$ cat src/rtl/imm_gen_pipe_if.sv
// Decode-stage handshake bundle: instruction in (valid/ready), decoded immediate out (valid/ready).
interface imm_gen_pipe_if #(
   parameter int XLEN = 32,
   parameter int PC_W = XLEN
);
   logic            in_valid;
   logic            in_ready;
   logic [31:0]     in_instr;
   logic [PC_W-1:0] in_pc;
   logic            out_valid;
   logic            out_ready;
   logic [XLEN-1:0] out_imm;
   logic [2:0]      out_fmt;
   logic            out_illegal;
   logic [31:0]     out_instr;
   logic [PC_W-1:0] out_pc;

   modport master (
      output in_valid, in_instr, in_pc, out_ready,
      input  in_ready, out_valid, out_imm, out_fmt, out_illegal, out_instr, out_pc
   );

   modport slave (
      input  in_valid, in_instr, in_pc, out_ready,
      output in_ready, out_valid, out_imm, out_fmt, out_illegal, out_instr, out_pc
   );
endinterface

$ cat src/rtl/imm_gen_pipe.sv
// RV32I/RV64I immediate generator: 1-cycle registered decode, full throughput.
// Output register + skid register; in_ready comes only from skid occupancy, never from out_ready.
module imm_gen_pipe #(
   parameter int XLEN = 32,
   parameter int PC_W = XLEN
) (
   input  logic          clk,
   input  logic          rst,
   imm_gen_pipe_if.slave bus
);
   localparam logic [2:0] FMT_I     = 3'd0;
   localparam logic [2:0] FMT_S     = 3'd1;
   localparam logic [2:0] FMT_B     = 3'd2;
   localparam logic [2:0] FMT_U     = 3'd3;
   localparam logic [2:0] FMT_J     = 3'd4;
   localparam logic [2:0] FMT_SHAMT = 3'd5;
   localparam logic [2:0] FMT_ZIMM  = 3'd6;
   localparam logic [2:0] FMT_NONE  = 3'd7;

   localparam logic [6:0] OP_IMM    = 7'b0010011;
   localparam logic [6:0] OP_LOAD   = 7'b0000011;
   localparam logic [6:0] OP_JALR   = 7'b1100111;
   localparam logic [6:0] OP_STORE  = 7'b0100011;
   localparam logic [6:0] OP_BRANCH = 7'b1100011;
   localparam logic [6:0] OP_LUI    = 7'b0110111;
   localparam logic [6:0] OP_AUIPC  = 7'b0010111;
   localparam logic [6:0] OP_JAL    = 7'b1101111;
   localparam logic [6:0] OP_SYSTEM = 7'b1110011;

   typedef struct packed {
      logic [XLEN-1:0] imm;
      logic [2:0]      fmt;
      logic            illegal;
      logic [31:0]     instr;
      logic [PC_W-1:0] pc;
   } ent_t;

   localparam ent_t ENT_RST = '{fmt: FMT_NONE, default: '0};

   logic [31:0]        ins;
   logic [6:0]         op;
   logic [2:0]         f3;
   logic [5:0]         shamt;
   logic signed [31:0] simm;
   ent_t               dec;

   assign ins   = bus.in_instr;
   assign op    = ins[6:0];
   assign f3    = ins[14:12];
   assign shamt = (XLEN == 64) ? ins[25:20] : {1'b0, ins[24:20]};

   always_comb begin
      dec       = ENT_RST;
      dec.instr = ins;
      dec.pc    = bus.in_pc;
      simm      = '0;
      case (op)
         OP_IMM: begin
            if (f3 == 3'b001 || f3 == 3'b101) begin
               dec.fmt = FMT_SHAMT;
               dec.imm = XLEN'(shamt);
            end else begin
               dec.fmt = FMT_I;
               simm    = {{20{ins[31]}}, ins[31:20]};
            end
         end
         OP_LOAD, OP_JALR: begin
            dec.fmt = FMT_I;
            simm    = {{20{ins[31]}}, ins[31:20]};
         end
         OP_STORE: begin
            dec.fmt = FMT_S;
            simm    = {{20{ins[31]}}, ins[31:25], ins[11:7]};
         end
         OP_BRANCH: begin
            dec.fmt = FMT_B;
            simm    = {{20{ins[31]}}, ins[7], ins[30:25], ins[11:8], 1'b0};
         end
         OP_LUI, OP_AUIPC: begin
            dec.fmt = FMT_U;
            simm    = {ins[31:12], 12'b0};
         end
         OP_JAL: begin
            dec.fmt = FMT_J;
            simm    = {{12{ins[31]}}, ins[19:12], ins[20], ins[30:21], 1'b0};
         end
         OP_SYSTEM: begin
            if (f3[2]) begin
               dec.fmt = FMT_ZIMM;
               dec.imm = XLEN'(ins[19:15]);
            end
         end
         default: dec.illegal = 1'b1;
      endcase
      // simm is signed, so the size cast sign-extends to XLEN
      if (dec.fmt <= FMT_J) begin
         dec.imm = XLEN'(simm);
      end
   end

   ent_t out_q, out_d, skid_q, skid_d;
   logic out_valid_q, out_valid_d;
   logic skid_valid_q, skid_valid_d;
   logic in_fire, out_fire;

   assign in_fire  = bus.in_valid && !skid_valid_q;
   assign out_fire = out_valid_q && bus.out_ready;

   always_comb begin
      out_d        = out_q;
      out_valid_d  = out_valid_q;
      skid_d       = skid_q;
      skid_valid_d = skid_valid_q;
      if (!out_valid_q || out_fire) begin
         // skid can only be occupied while the output register is too, so it always drains first
         if (skid_valid_q) begin
            out_d        = skid_q;
            out_valid_d  = 1'b1;
            skid_valid_d = 1'b0;
         end else if (in_fire) begin
            out_d       = dec;
            out_valid_d = 1'b1;
         end else begin
            out_valid_d = 1'b0;
         end
      end else if (in_fire) begin
         skid_d       = dec;
         skid_valid_d = 1'b1;
      end
   end

   always_ff @(posedge clk) begin
      if (rst) begin
         out_q        <= ENT_RST;
         out_valid_q  <= 1'b0;
         skid_q       <= ENT_RST;
         skid_valid_q <= 1'b0;
      end else begin
         out_q        <= out_d;
         out_valid_q  <= out_valid_d;
         skid_q       <= skid_d;
         skid_valid_q <= skid_valid_d;
      end
   end

   assign bus.in_ready    = !skid_valid_q;
   assign bus.out_valid   = out_valid_q;
   assign bus.out_imm     = out_q.imm;
   assign bus.out_fmt     = out_q.fmt;
   assign bus.out_illegal = out_q.illegal;
   assign bus.out_instr   = out_q.instr;
   assign bus.out_pc      = out_q.pc;
endmodule

$ cat src/flat_wrapper.sv
// flat-port wrapper written by rule: the top's interface ports become plain ports
module imm_gen_pipe_flat 
#(
   parameter int XLEN = 32,
   parameter int PC_W = XLEN
)
  (clk, rst, bus_in_valid, bus_in_instr, bus_in_pc, bus_out_ready, bus_in_ready, bus_out_valid, bus_out_imm, bus_out_fmt, bus_out_illegal, bus_out_instr, bus_out_pc);
  imm_gen_pipe_if #(.XLEN(XLEN), .PC_W(PC_W)) bus_i ();
  input  logic clk;
  input  logic rst;
  input wire logic [$bits(bus_i.in_valid)-1:0] bus_in_valid;
  input wire logic [$bits(bus_i.in_instr)-1:0] bus_in_instr;
  input wire logic [$bits(bus_i.in_pc)-1:0] bus_in_pc;
  input wire logic [$bits(bus_i.out_ready)-1:0] bus_out_ready;
  output wire logic [$bits(bus_i.in_ready)-1:0] bus_in_ready;
  output wire logic [$bits(bus_i.out_valid)-1:0] bus_out_valid;
  output wire logic [$bits(bus_i.out_imm)-1:0] bus_out_imm;
  output wire logic [$bits(bus_i.out_fmt)-1:0] bus_out_fmt;
  output wire logic [$bits(bus_i.out_illegal)-1:0] bus_out_illegal;
  output wire logic [$bits(bus_i.out_instr)-1:0] bus_out_instr;
  output wire logic [$bits(bus_i.out_pc)-1:0] bus_out_pc;
  assign bus_i.in_valid = bus_in_valid;
  assign bus_i.in_instr = bus_in_instr;
  assign bus_i.in_pc = bus_in_pc;
  assign bus_i.out_ready = bus_out_ready;
  assign bus_in_ready = bus_i.in_ready;
  assign bus_out_valid = bus_i.out_valid;
  assign bus_out_imm = bus_i.out_imm;
  assign bus_out_fmt = bus_i.out_fmt;
  assign bus_out_illegal = bus_i.out_illegal;
  assign bus_out_instr = bus_i.out_instr;
  assign bus_out_pc = bus_i.out_pc;
  imm_gen_pipe #(.XLEN(XLEN), .PC_W(PC_W)) u_core (.clk(clk), .rst(rst), .bus(bus_i));
endmodule
$ cat config.mk
export PLATFORM = sky130hd
export DESIGN_NAME = imm_gen_pipe_flat
export DESIGN_NICKNAME = d
export VERILOG_FILES = /design/src/rtl/imm_gen_pipe_if.sv /design/src/rtl/imm_gen_pipe.sv /design/src/flat_wrapper.sv
export SDC_FILE = /design/constraint.sdc
export NUM_CORES = 1
export LEC_CHECK = 0
export BUFFER_PORTS_ARGS = -buffer_cell sky130_fd_sc_hd__clkbuf_2
export CORE_MARGIN = 5
export CORE_UTILIZATION = 50
export CTS_CLUSTER_SIZE = 40
export DETAILED_ROUTE_END_ITERATION = 10
export GPL_TIMING_DRIVEN = 0
export HOLD_SLACK_MARGIN = 0.03
export PLACE_DENSITY = 0.81
export SKIP_CTS_REPAIR_TIMING = 1
export SYNTH_ARGS = -nofsm -noshare
export SYNTH_HDL_FRONTEND = slang
export SYNTH_SLANG_ARGS = --single-unit
$ cat constraint.sdc
create_clock -name clk -period 2 [get_ports clk]
set_input_delay 0.1 -clock clk [delete_from_list [all_inputs] [get_ports clk]]
set_output_delay 0.1 -clock clk [all_outputs]
set_load 0.005 [all_outputs]
* Word level (Yosys, flattened, before mapping)
Index checks and enable logic that the tools add are counted.
** Storage, ports and cells
- Input bits :: 68
- Output and inout port bits :: 102
- Bits in registers :: 202
- Word-level logic and storage cells :: 51
** Cells by class
- Equality and inequality tests :: 11
- Order comparisons :: 1
- Bitwise gates (word level) :: 1
- Reductions and logical operators :: 13
- Muxes and demuxes :: 13
** Operator list (count)
- 2-to-1 mux 100 bit :: 2
- case mux 32 bit (6 select lines) :: 1
- 2-to-1 mux 32 bit :: 2
- == test 7 bit, second input constant :: 4
- case mux 3 bit (7 select lines) :: 1
- == test 7 x 5 -> 1 bit, second input constant :: 2
- == test 7 x 6 -> 1 bit, second input constant :: 2
- case mux 5 bit (2 select lines) :: 1
- OR reduction 9 bit :: 1
- 2-to-1 mux 8 bit :: 1
- == test 7 x 2 -> 1 bit, second input constant :: 1
- OR reduction 2 bit :: 3
- 2-to-1 mux 5 bit :: 1
- AND reduction 2 bit :: 2
- == test 3 x 1 -> 1 bit, second input constant :: 1
- == test 3 bit, second input constant :: 1
- <= comparator 3 bit, second input constant :: 1
- 2-to-1 mux 1 bit :: 3
- 2-to-1 mux 3 bit :: 1
- logical AND 1 bit :: 2
- logical NOT 1 bit :: 2
- logical OR 1 bit :: 2
- nonzero test 2 bit :: 1
- NOT 1 bit :: 1

* Depth between registers and ports, before layout
Gate-level depths: netlist (run 1).
- Word-level depth :: 8
- Mapped depth :: 8
- Depth with buffers taken out :: 5

* Worst setup path before layout (run 1)
OpenSTA, ideal clock, no wires.
- Path kind :: register to register
- From :: register u_core.skid_valid_q
- To :: register u_core.skid_q[65] in the netlist's numbering
- Buffers on the path :: 3
- Cell stages (with the launch flop) :: 8
- Path slack :: 480 ps
- Clock period less this slack :: 1520 ps
- Library setup time :: 120 ps
- Data required time :: 1880 ps
- Data arrival time :: 1400 ps
- Cells stage by stage :: dfxtp_1 > buf_2 > inv_1 > buf_2 > nand3_1 > buf_2 > nor2_1 > a211o_1
** On the way
- Cells in the longest elaborated chain, start to end :: 3
** Ends and longest elaborated chain
- from (decl) :: RTL line imm_gen_pipe.sv:103 : logic skid_valid_q, skid_valid_d;
- from (signal assigned) :: RTL line imm_gen_pipe.sv:142 : skid_valid_q <= skid_valid_d;
- logical NOT 1 bit :: RTL line imm_gen_pipe.sv:106 : assign in_fire = bus.in_valid && !skid_valid_q;
- logical AND 1 bit :: RTL line imm_gen_pipe.sv:106
- AND reduction 2 bit (no line)
- to (signal assigned) :: RTL line imm_gen_pipe.sv:141 : skid_q <= skid_d;
- to (decl) :: RTL line imm_gen_pipe.sv:101 : ent_t out_q, out_d, skid_q, skid_d;
No other way between the ends.
A chain may end at the register's enable or synchronous reset.

* Worst setup path after layout (run 1)
- From :: register u_core.skid_valid_q
- To :: output bus_in_ready
** On the way
- Cells in the longest elaborated chain, start to end :: 1
** Ends and longest elaborated chain
- logical NOT 1 bit :: RTL line imm_gen_pipe.sv:146 : assign bus.in_ready = !skid_valid_q;
- to (decl) :: RTL line flat_wrapper.sv:15 : output wire logic [$bits(bus_i.in_ready)-1:0] bus_in_ready;
No other way between the ends.

==> results of run 1 <==
[state kept, by name (all words and copies together) (netlist names)]
register and cells:
u_core.bus.out_instr 32, u_core.bus.out_valid 1, u_core.skid_q 100, u_core.skid_valid_q 1, u_core.bus.out_imm 32, u_core.bus.out_illegal 1, u_core.bus.out_fmt 3, u_core.bus.out_pc 32
[report_power, final]
part	leakage, nW	switching [mW]	internal [mW]
clock	0.361	1.64	2.43
combinational	2.18	0.712	0.505
sequential	1.65	0.121	4.24
total	4.19	2.47	7.17
[through the flow]
step                      power (mW)  area (sq um)  instances  TNS [ns]  hold WS, ns
after floorplan                5.040          8463        988         0       0.2360
after global placement         5.496          9569       1374   -0.6428       0.3388
after detailed placement       5.523          9569       1374    -1.189       0.3436
after CTS                      9.543         10300       1414    -1.923      -0.1784
after global routing           9.971         10960       1475   -0.5233       0.1054
final                          9.647         10960       1476         0      0.08517
[final timing paths]
kind | start | endpoint | slack, ns | cells after the start
setup / recovery | u_core.skid_valid_q | bus_in_ready | 0.08 | 5
hold / removal | bus_in_instr[5] | u_core.skid_q[37] | 0.09 | 4
setup reg to reg | u_core.bus.out_valid | u_core.skid_q[2] | 0.12 | 7
hold reg to reg | u_core.skid_q[47] | u_core.skid_q[47] | 0.45 | 2
[cell families after synthesis]
group | Yosys count | synth area share [%]
buffers and inverters | 95 | 4.864
AO/OA/AOI/OAI | 251 | 21.39
AND/OR/NAND/NOR | 379 | 18.75
XOR/XNOR | 1 | 0.1035
flip-flops | 202 | 47.78
multiplexers | 60 | 7.111
[area by class of cell]
| cell class | instances | area, sq um |
|---|---|---|
| inverters | 3 | 11.26 |
| plain buffers | 92 | 431.7 |
| clock buffers | 33 | 663.1 |
| flip-flops and latches | 202 | 4044 |
| repair buffers | 227 | 1441 |
| diodes | 1 | 2.502 |
| clock inverters | 7 | 68.82 |
| fillers | 1344 | 5622 |
| well taps | 220 | 275.3 |
| multi-input cells | 691 | 4024 |
[critical path, delay by kind of cell (launching register included)]
| family | cells | cell delay [ns] |
|---|---|---|
| buffers and inverters | 5 | 1.03 |
| DFF | 1 | 0.29 |
[cell usage after synthesis (all sizes together), types with 11 or more instances]
| master | n | area (sq um) |
|---|---|---|
| nand3 | 14 | 70.07 |
| nor2 | 116 | 437.9 |
| o21ai | 19 | 95.09 |
| buf | 38 | 197.7 |
| o21bai | 11 | 82.58 |
| clkbuf | 54 | 202.7 |
| a211oi | 81 | 613.1 |
| a21oi | 82 | 410.4 |
| dfxtp | 202 | 4044 |
| nor3 | 34 | 170.2 |
| mux2i | 59 | 590.6 |
| nand2 | 183 | 689.4 |
| a311oi | 18 | 176.4 |
| a221oi | 17 | 211.5 |
[metal layers]
metal / part of all wire [%] / up-vias / global-route usage [%]
li1: - / 4008 / -
met1: 41 / 4011 / 32.31
met2: 47 / 408 / 40.52
met3: 8.3 / 91 / 4.192
met4: 3.7 / 0 / 9.128
met5: 0 / - / 0
==> results, run 1 <==
- The number of synthesized flops with an enable pin is 0.
- The library cell used as clock root buffer is clkbuf_16.
- The number of optimization iterations in the first detailed-route pass is 5.
- Leaving out fill and tap cells, the most frequent cell in the layout is dfxtp_1.
- The transition time of the tightest slew-check pin is 0.6879 ns.
- The first global-routing pass estimated 39910 um of wire.
- The die covers 19630 sq um.
- Input and output buffers added on the ports amount to 166.
- Yosys mapped the design onto 51 distinct sky130hd cell types.
- The number of global-route vias before repair was 7780.
- The areal power density over the cells is 880.0 nW/um^2.
- The standard cell core area is 16580 sq um.
- Of the cells placed in the final design, the portion with a size suffix greater than 1 is 21.59%.
- Across the run, the number of max-cap violations was 0.
- The TritonCTS clock tree is yes.
- For this run, the slowest stage of the critical path takes 0.32 ns.
- The worst path uses 95.94% of the clock period.
- The number of DRC markers in iteration 0 is 748.
- Traced cell by cell, the critical path runs through buf_2, inv_1, buf_2, clkbuf_2, clkbuf_2.
- The most used flip-flop cell after synthesis is dfxtp_1.
- For this run, the register share of the synthesized area comes to 47.78%.
- The routed layout has 8518 vias.
- For this run, design rule violations remaining after detail routing come to 0.
- 170 I/O pins were placed.
- Row generation in the floorplan step produced 47 rows.
- The maximum count of clock buffers along a single path is 3.
- The hold violation count in the final report is 0.
- The TritonCTS buffer count is 22.
- The largest clock skew in the final design is 0.007715 ns.
- The clock latency on the worst-skew pair is 0.50 ns.
- The via-per-instance ratio is 5.771.
- At the placement stage, the worst setup path has a slack of -0.08718 ns.
- The cell count after synthesis is 988.
- The kind of end point of the critical path is an output port.
- The routed wirelength normalized by instance count is 18.25 um.
- Across the VDD grid, the largest voltage drop is 559.4 uV.
- The worst path meets setup with 0.08115 ns of slack.
- The routability congestion estimate from global placement is 0.9401.
- Counting flops and latches in the post-synthesis netlist gives 202.
- Setup violations remaining at the end of the flow were counted as 0.
- Across every metal layer, demand over resource in global routing totals 24.52%.
- The signed area change from the synthesized netlist to the final layout is 29.52%.
- The async set-or-reset flop fraction in the synthesized netlist is 0%.
- The half-perimeter wire length of the detailed placement result is 18160 um.
- The worst setup path is launched from a register.
- The die is 140.1 um wide.
- The library cells used most frequently in the layout, excluding fill and tap cells, are dfxtp_1 (202), nand2_1 (182), clkbuf_2 (177), nor2_1 (115), a21oi_1 (82).
- The analysis attributes to cell leakage a power of 4.192 nW.
- The final routed wirelength across all metal layers is 26930 um.
- The number of nets handed over by synthesis was 1056.
- Setup repair after global routing could not meet its margin everywhere.
- The net count of the finished layout is 1307.
- The total count of max-transition violations in the final report is 0.
- The share of the core filled with cells in the final layout is 66.10%.
- The achievable frequency is 521.1 MHz.
- The worst hold path class is in2reg.
- The initial antenna violation count is 0.
- The run finished with clean final reports.
- Data arrives at the worst endpoint at 1.82 ns.
- For this run, the number of Yosys warnings is 0.
- The residual overflow from global routing is 0.
- The number of nets with antenna violations after routing is 0.
- The smallest clock period supported by the final layout is computed as 1.919 ns.
- Entering global routing, the biggest net connects 14 pins.
- In this run the number of H-tree levels came out at 1.
- The tightest slew margin relative to the limit is 54.14%.
- Data on the critical path is required at its endpoint by 1.90 ns.
- Counting every sink on the clock net gives 202.
- A synthesized cell averages 8.566 sq um.
- In this run the vertical extent of the chip is 140.1 um.
- The largest individual stage delay along the critical path comes from the cell clkbuf_2.
- The critical path in this run is classified as reg2out.
- The maximum fanout along the worst path is 10.
- Once the floorplan was initialized, standard cells occupied 51.03% of the core.
- Clock-pin slew was measured on the worst setup and hold paths at 0.06 ns.
- The synthesized netlist occupies a cell area of 8463 sq um.
No activity file was read; power rests on OpenSTA's default activity.
==> inputs of run 2 (changes only) <==
--- a/config.mk
+++ b/config.mk
@@ -7,12 +7,12 @@
 export LEC_CHECK = 0
 export BUFFER_PORTS_ARGS = -buffer_cell sky130_fd_sc_hd__clkbuf_2
 export CORE_MARGIN = 5
-export CORE_UTILIZATION = 50
+export CORE_UTILIZATION = 40
 export CTS_CLUSTER_SIZE = 40
 export DETAILED_ROUTE_END_ITERATION = 10
 export GPL_TIMING_DRIVEN = 0
 export HOLD_SLACK_MARGIN = 0.03
-export PLACE_DENSITY = 0.81
+export PLACE_DENSITY = 0.68
 export SKIP_CTS_REPAIR_TIMING = 1
 export SYNTH_ARGS = -nofsm -noshare
 export SYNTH_HDL_FRONTEND = slang
==> results, run 2 (synthesis gave the netlist of run 1 again) <==
- The largest clock skew in the final design is 0.006914 ns (-0.0008017 ns).
- The min-delay analysis places its worst path in the category in2reg.
- From synthesis to final layout, the design area changed by 30.57%.
- The chip width was 155.5 um (+11%).
- The clock net sink count came to 202 (unchanged).
- The maximum number of pins on one net before global-route repair is 14 (unchanged).
- The number of instances on the worst hold path is 3 (-1).
- The worst hold path terminates at u_core.skid_valid_q.
- The endpoint identified for the worst register-to-register timing path is u_core.bus.out_pc[13].
- In the layout the commonest cells are dfxtp_1 (202), nand2_1 (182), clkbuf_2 (180), nor2_1 (115), a21oi_1 (82).
- TritonCTS built the clock tree.
- The library cell used most frequently in the layout, excluding fill and tap cells, is dfxtp_1.
- The number of diodes is 0 (-1).
- The areal power density over the cells was 883.9 nW/um^2 (+0.44%).
- The static leakage is 4.217 nW (+0.59%).
- The residual overflow from global routing came to 0 (unchanged).
- The share of power burned in combinational logic is 12.4% (-0.2 points).
- The cell count of the worst reg-to-reg path was 6 (-1).
- The final period utilization is 96.35% (+0.41 points).
- The number of nets in the layout is 1307 (unchanged).
- The register with the most flip-flops is u_core.skid_q.
- In this run the most critical hold path is launched from bus_out_ready.
- The standard cell core area was 20960 sq um (+26%).
- The worst supply voltage drop on vdd is 718.2 uV (+28%).
- The aggregate global-route resource usage is 20.77% (-3.7 points).
- The number of nets with antenna violations after routing is 0 (unchanged).
- The I/O pin total came to 170 (unchanged).
- The fraction of layout cells with a size suffix above 1 is 22.07% (+0.48 points).
- The time the final worst path needs with I/O delays and setup is 1.927 ns (+0.008239 ns).
- The number of max-cap violations came to 0 (unchanged).
- The post-CTS clock slew at the launch and capture registers of the worst setup and hold paths was 0.06 ns (about the same).
- The fraction of power spent switching nets is 25.50% (-0.15 points).
- The clock power share came to 43.0% (+0.8 points).
- The run finished with clean final reports.
- The achievable frequency is 518.9 MHz (-0.43%).
- The maximum count of clock buffers along a single path was 3 (unchanged).
- The tightest slew margin relative to the limit is 50.10% (-4.0 points).
- The number of flip-flops in the largest register is 100 (unchanged).
- The internal power is 7.277 mW (+1.4%).
- The post-route standard cell area excluding fillers is 11050 sq um (+0.81%).
- The startpoint class of the critical path is a register.
- The clock latency on the worst-skew pair is 0.50 ns (about the same).
- The transition time of the tightest slew-check pin is 0.7485 ns (+0.06061 ns).
- The source of the worst register-to-register timing path is u_core.bus.out_valid.
- The hold violation count in the final report is 0 (unchanged).
- The part of the power in registers came to 44.6% (-0.6 points).
- The combined area of the multi-input logic cells is 4024 sq um (unchanged).
- The data required time of the worst path was 1.90 ns (about the same).
- The initial antenna violation count is 0 (unchanged).
- The half-perimeter wire length of the detailed placement result was 19190 um (+5.7%).
- The wire length of the first global-routing pass is 40960 um (+2.6%).
- The total power is 9.767 mW (+1.3%).
- The reported net switching power is 2.490 mW (+0.68%).
- The number of global-route vias before repair was 7553 (-2.9%).
- The number of DRC markers in iteration 0 was 467 (-38%).
- The initial cell density of the core was 40.39% (-11 points).
- The vias after detailed routing is 8196 (-3.8%).
- The maximum fanout along the worst path is 10 (unchanged).
- The total of fill cells in the finished design came to 2014 (+50%).
- The height of the chip is 155.5 um (+11%).
- The total cell area at the placement stage came to 9638 sq um (+0.72%).
- The final routed wirelength across all metal layers is 26970 um (+0.12%).
- The arrival time reported for the critical path endpoint came to 1.83 ns (about the same).
- The TritonCTS buffer count is 23 (+4.5%).
- The count of final setup violators is 0 (unchanged).
- The slack of the worst reg-to-reg path was 0.11 ns (about the same).
- The H-tree depth came to 1 (unchanged).
- The area of the die came to 24170 sq um (+23%).
- The routed wirelength normalized by instance count is 17.62 um (-3.4%).
- Setup repair after global routing could not meet its margin everywhere.
- The sequential cell area in the final layout was 4044 sq um (unchanged).
- The row count is 53 (+13%).
- The number of buffers inserted by port buffering is 166 (unchanged).
- The worst path setup slack after routing is 0.07291 ns (-0.008239 ns).
- The worst setup path is of the reg2out kind.
- The via-per-instance ratio is 5.357 (-7.2%).
- The setup slack after placement is -0.1174 ns (-0.03019 ns).
- The residual DRC count is 0 (unchanged).
- The final setup TNS came to 0 ns (unchanged).
- The library cell used as clock root buffer is clkbuf_16.
- The number of optimization iterations in the first detailed-route pass is 5 (unchanged).
- The total count of max-transition violations in the final report is 0 (unchanged).
- The kind of end point of the critical path is an output port.
- The routability congestion estimate from global placement is 0.9327 (-0.79%).
[run 2: cell count changes in the layout (fill, tap and decap cells not counted)]
cell / delta
diode_2: -1
inv_8: -1
buf_2: +1
clkbuf_4: -1
clkbuf_8: +3
clkbuf_2: +3
clkbuf_1: -5
dlygate4sd3_1: -1
inv_6: +1
[run 2: per-stage QoR]
| step | std cells | utilization (%) | hold WS (ns) |
|---|---|---|---|
| after floorplan | 988 | - | 0.2360 |
| after global placement | 1429 | 45.99 | 0.3411 |
| after detailed placement | 1429 | 45.99 | 0.3469 |
| after CTS | 1470 | 49.64 | -0.1911 |
| after global routing | 1530 | 52.73 | 0.04992 |
| final | 1530 | 52.73 | 0.04018 |
[run 2: power groups by stage]
stage	clock [mW]	sequential, mW	combinational (mW)
2_1_floorplan	0	4.44	0.603
3_3_place_gp	0	4.44	1.09
3_5_place_dp	0	4.44	1.10
4_1_cts	4.26	4.35	1.10
5_1_grt	4.45	4.38	1.33
6_report	4.20	4.36	1.21
[run 2: final cells by class]
class / count / share of cell area (%)
Sequential cell: 202 / 36.59
Multi-Input combinational cell: 691 / 36.41
Timing Repair Buffer: 226 / 12.95
Clock buffer: 34 / 6.307
Buffer: 92 / 3.918
Tap cell: 275 / 3.114
Clock inverter: 7 / 0.6001
Inverter: 3 / 0.1019
[run 2: routing by layer]
metal | up-vias | track usage [%] | share of wire, %
met5 | - | 0 | 0
met4 | 0 | 5.211 | 2.1
met3 | 47 | 3.533 | 7.4
met2 | 295 | 33.24 | 46
met1 | 3852 | 29.25 | 44
li1 | 4002 | - | -
[run 2: how the worst max path moves through the flow]
stage                              startpoint  slack (ns)           endpoint
after global routing      u_core.skid_valid_q       -0.02       bus_in_ready
after detailed placement  u_core.skid_valid_q       -0.12  u_core.skid_q[59]
final                     u_core.skid_valid_q        0.07       bus_in_ready
after floorplan           u_core.skid_valid_q        0.48  u_core.skid_q[65]
after global placement    u_core.skid_valid_q       -0.11  u_core.skid_q[90]
after CTS                 u_core.skid_valid_q       -0.14  u_core.skid_q[89]
[run 2: worst max-delay path, cell delays in order (launching register included)]
cell and delay (ns):
dfxtp_1 0.29, buf_2 0.18, inv_1 0.09, buf_2 0.26
clkbuf_2 0.32, clkbuf_2 0.17
==> inputs of run 3 (changes only) <==
--- a/config.mk
+++ b/config.mk
@@ -14,6 +14,7 @@
 export HOLD_SLACK_MARGIN = 0.03
 export PLACE_DENSITY = 0.68
 export SKIP_CTS_REPAIR_TIMING = 1
+export SLEW_MARGIN = 25
 export SYNTH_ARGS = -nofsm -noshare
 export SYNTH_HDL_FRONTEND = slang
 export SYNTH_SLANG_ARGS = --single-unit
==> constraint.sdc (replaced) <==
create_clock -name clk -period 2 [get_ports clk]
set_input_delay 0.2 -clock clk [delete_from_list [all_inputs] [get_ports clk]]
set_output_delay 0.2 -clock clk [all_outputs]
set_load 0.005 [all_outputs]
==> results, run 3 (synthesis gave the netlist of run 1 again) <==
- The chip width was 155.5 um (unchanged).
- The largest clock skew in the final design came to 0.008302 ns (+0.001388 ns).
- The initial cell density of the core came to 40.39% (unchanged).
- The number of nets with antenna violations after routing was 0 (unchanged).
- The H-tree depth is 1 (unchanged).
- The clock net sink count is 202 (unchanged).
- The residual DRC count is 0 (unchanged).
- The total count of max-transition violations in the final report is 0 (unchanged).
- The height of the chip came to 155.5 um (unchanged).
- The wire length of the first global-routing pass is 40960 um (unchanged).
- The slack of the worst reg-to-reg path is 0.008 ns (-0.10 ns).
- The standard cell core area is 20960 sq um (unchanged).
- The hold violation count in the final report is 0 (unchanged).
- The most numerous cell type found on the critical path is buf_2.
- The total routed wire length on the met1 layer is 12120 um (+1.7%).
- The routed wirelength normalized by instance count is 17.68 um (+0.34%).
- The static leakage is 4.158 nW (-1.4%).
- The maximum count of clock buffers along a single path was 3 (unchanged).
- The final routed wirelength across all metal layers came to 26880 um (-0.32%).
- The post-route worst hold slack is 0.002174 ns (-0.03801 ns).
- The data required time of the worst path is 2.41 ns (+0.51 ns).
- The post-CTS clock slew at the launch and capture registers of the worst setup and hold paths is 0.06 ns (about the same).
- The number of global-route vias before repair is 7553 (unchanged).
- The aggregate global-route resource usage came to 20.77% (unchanged).
- The areal power density over the cells is 891.6 nW/um^2 (+0.88%).
- The library cell used most frequently in the layout, excluding fill and tap cells, is dfxtp_1.
- The time the final worst path needs with I/O delays and setup is 1.992 ns (+0.06541 ns).
- The TritonCTS buffer count is 23 (unchanged).
- The final period utilization came to 99.62% (+3.3 points).
- The row count was 53 (unchanged).
- The arrival time reported for the critical path endpoint came to 2.40 ns (+0.57 ns).
- The number of optimization iterations in the first detailed-route pass came to 7 (+2).
- The residual overflow from global routing is 0 (unchanged).
- The critical path buffer and inverter count is 3 (-2).
- The library cell used as clock root buffer is clkbuf_16.
- The number of gates on the worst path with buffers counted is 7 (+2).
- The number of nets in the layout is 1297 (-0.77%).
- For this design, the slowest cell found on the critical path is clkbuf_1.
- The critical path starts at u_core.bus.out_valid.
- The routability congestion estimate from global placement is 0.9327 (unchanged).
- The tightest slew margin relative to the limit is 48.26% (-1.8 points).
- The signed area change from the synthesized netlist to the final layout is 29.21%.
- The vias after detailed routing was 8135 (-0.74%).
- Setup repair after global routing could not meet its margin everywhere.
- The count of final setup violators is 0 (unchanged).
- The worst supply voltage drop on vdd is 716.2 uV (-0.27%).
- The final setup TNS was 0 ns (unchanged).
- The TritonCTS clock tree is yes.
- The I/O pin total came to 170 (unchanged).
- The number of flip-flops in the largest register is 100 (unchanged).
- The number of max-cap violations is 0 (unchanged).
- The register with the most flip-flops is u_core.skid_q.
- The half-perimeter wire length of the detailed placement result is 19190 um (unchanged).
- The gate family responsible for the most delay along the worst path is buffers and inverters.
- The run finished with clean final reports.
- The top cell types in the final layout, fill and taps aside, are dfxtp_1 (202), nand2_1 (182), clkbuf_2 (174), nor2_1 (115), a21oi_1 (82).
- The initial antenna violation count is 1 (+1).
- The met3 wirelength from detailed routing was 1798 um (-9.5%).
- The transition time of the tightest slew-check pin is 0.7761 ns (+0.02758 ns).
- Walking the worst path, the cells encountered are nor2b_1, buf_2, and3_1, buf_2, clkbuf_1, nor2_1, a211oi_1.
- Following the worst setup path forward leads to its endpoint at u_core.skid_q[98].
- The cell count of the worst reg-to-reg path is 7 (+1).
- The kind of end point of the critical path is a register.
- The maximum fanout along the worst path is 10 (unchanged).
- The highest layer touched by signal routing is met5.
- The worst hold path class is in2reg.
- The startpoint identified for the worst register-to-register timing path is u_core.bus.out_valid.
- The start-to-end type of the worst setup path is reg2reg.
- The wire length on met2 is 12400 um (-0.67%).
- The worst setup path is launched from a register.
- The clock latency on the worst-skew pair is 0.50 ns (about the same).
- The number of buffers inserted by port buffering is 166 (unchanged).
- The area of the die is 24170 sq um (unchanged).
- The achievable frequency came to 501.9 MHz (-3.3%).
- The maximum number of pins on one net before global-route repair was 14 (unchanged).
- The via-per-instance ratio came to 5.352 (about the same).
- In this run the critical register-to-register path is captured at u_core.skid_q[98].
- The number of diodes is 0 (unchanged).
- The fraction of layout cells with a size suffix above 1 was 21.85% (-0.22 points).
- The worst stage delay on the critical path is 0.44 ns (+0.12 ns).
- The number of DRC markers in iteration 0 is 464 (-0.64%).
==> run 3: worst min-delay path by stage <==
stage                       from  cells after the start                end
3_5_place_dp   u_core.skid_q[77]                      2  u_core.skid_q[77]
5_1_grt         bus_in_instr[19]                      3  u_core.skid_q[51]
2_1_floorplan       bus_in_pc[0]                      2   u_core.skid_q[0]
3_3_place_gp   u_core.skid_q[74]                      2  u_core.skid_q[74]
4_1_cts            bus_in_pc[22]                      3  u_core.skid_q[22]
6_report        bus_in_instr[12]                      3  u_core.skid_q[44]
==> run 3: area by class of cell <==
| class | count | area, sq um |
|---|---|---|
| fillers | 2029 | 10020 |
| clock buffers | 34 | 696.9 |
| plain buffers | 92 | 425.4 |
| well taps | 275 | 344.1 |
| repair buffers | 216 | 1331 |
| multi-input cells | 691 | 4016 |
| flip-flops and latches | 202 | 4044 |
| clock inverters | 7 | 66.31 |
| inverters | 3 | 11.26 |
==> run 3: worst reg2reg max path, stage by stage (launching register included) <==
cell and delay (ns):
dfxtp_1 0.39, nor2b_1 0.15, buf_2 0.21, and3_1 0.17
buf_2 0.22, clkbuf_1 0.44, nor2_1 0.08, a211oi_1 0.24
==> run 3: routing by layer <==
layer / GRT usage (%) / vias up
met1: 29.25 / 3824
met4: 5.211 / 2
met3: 3.533 / 46
met2: 33.24 / 275
li1: - / 3988
met5: 0 / -
==> run 3: report_power, final <==
| part | internal [mW] | switching [mW] |
|---|---|---|
| registers | 4.24 | 0.116 |
| clock network | 2.53 | 1.67 |
| logic | 0.490 | 0.703 |
==> run 3: metrics by stage <==
step                power, mW  setup slack (ns)  utilization [%]  instances  instance area (sq um)
floorplan               5.040            0.4803                -        988                   8463
global placement        5.523           -0.1083            45.99       1429                   9638
detailed placement      5.541           -0.1174            45.99       1429                   9638
CTS                     9.716           -0.1902            49.64       1470                  10400
global route            10.14           -0.1189            52.19       1520                  10940
finish                  9.750          0.007502            52.19       1520                  10940
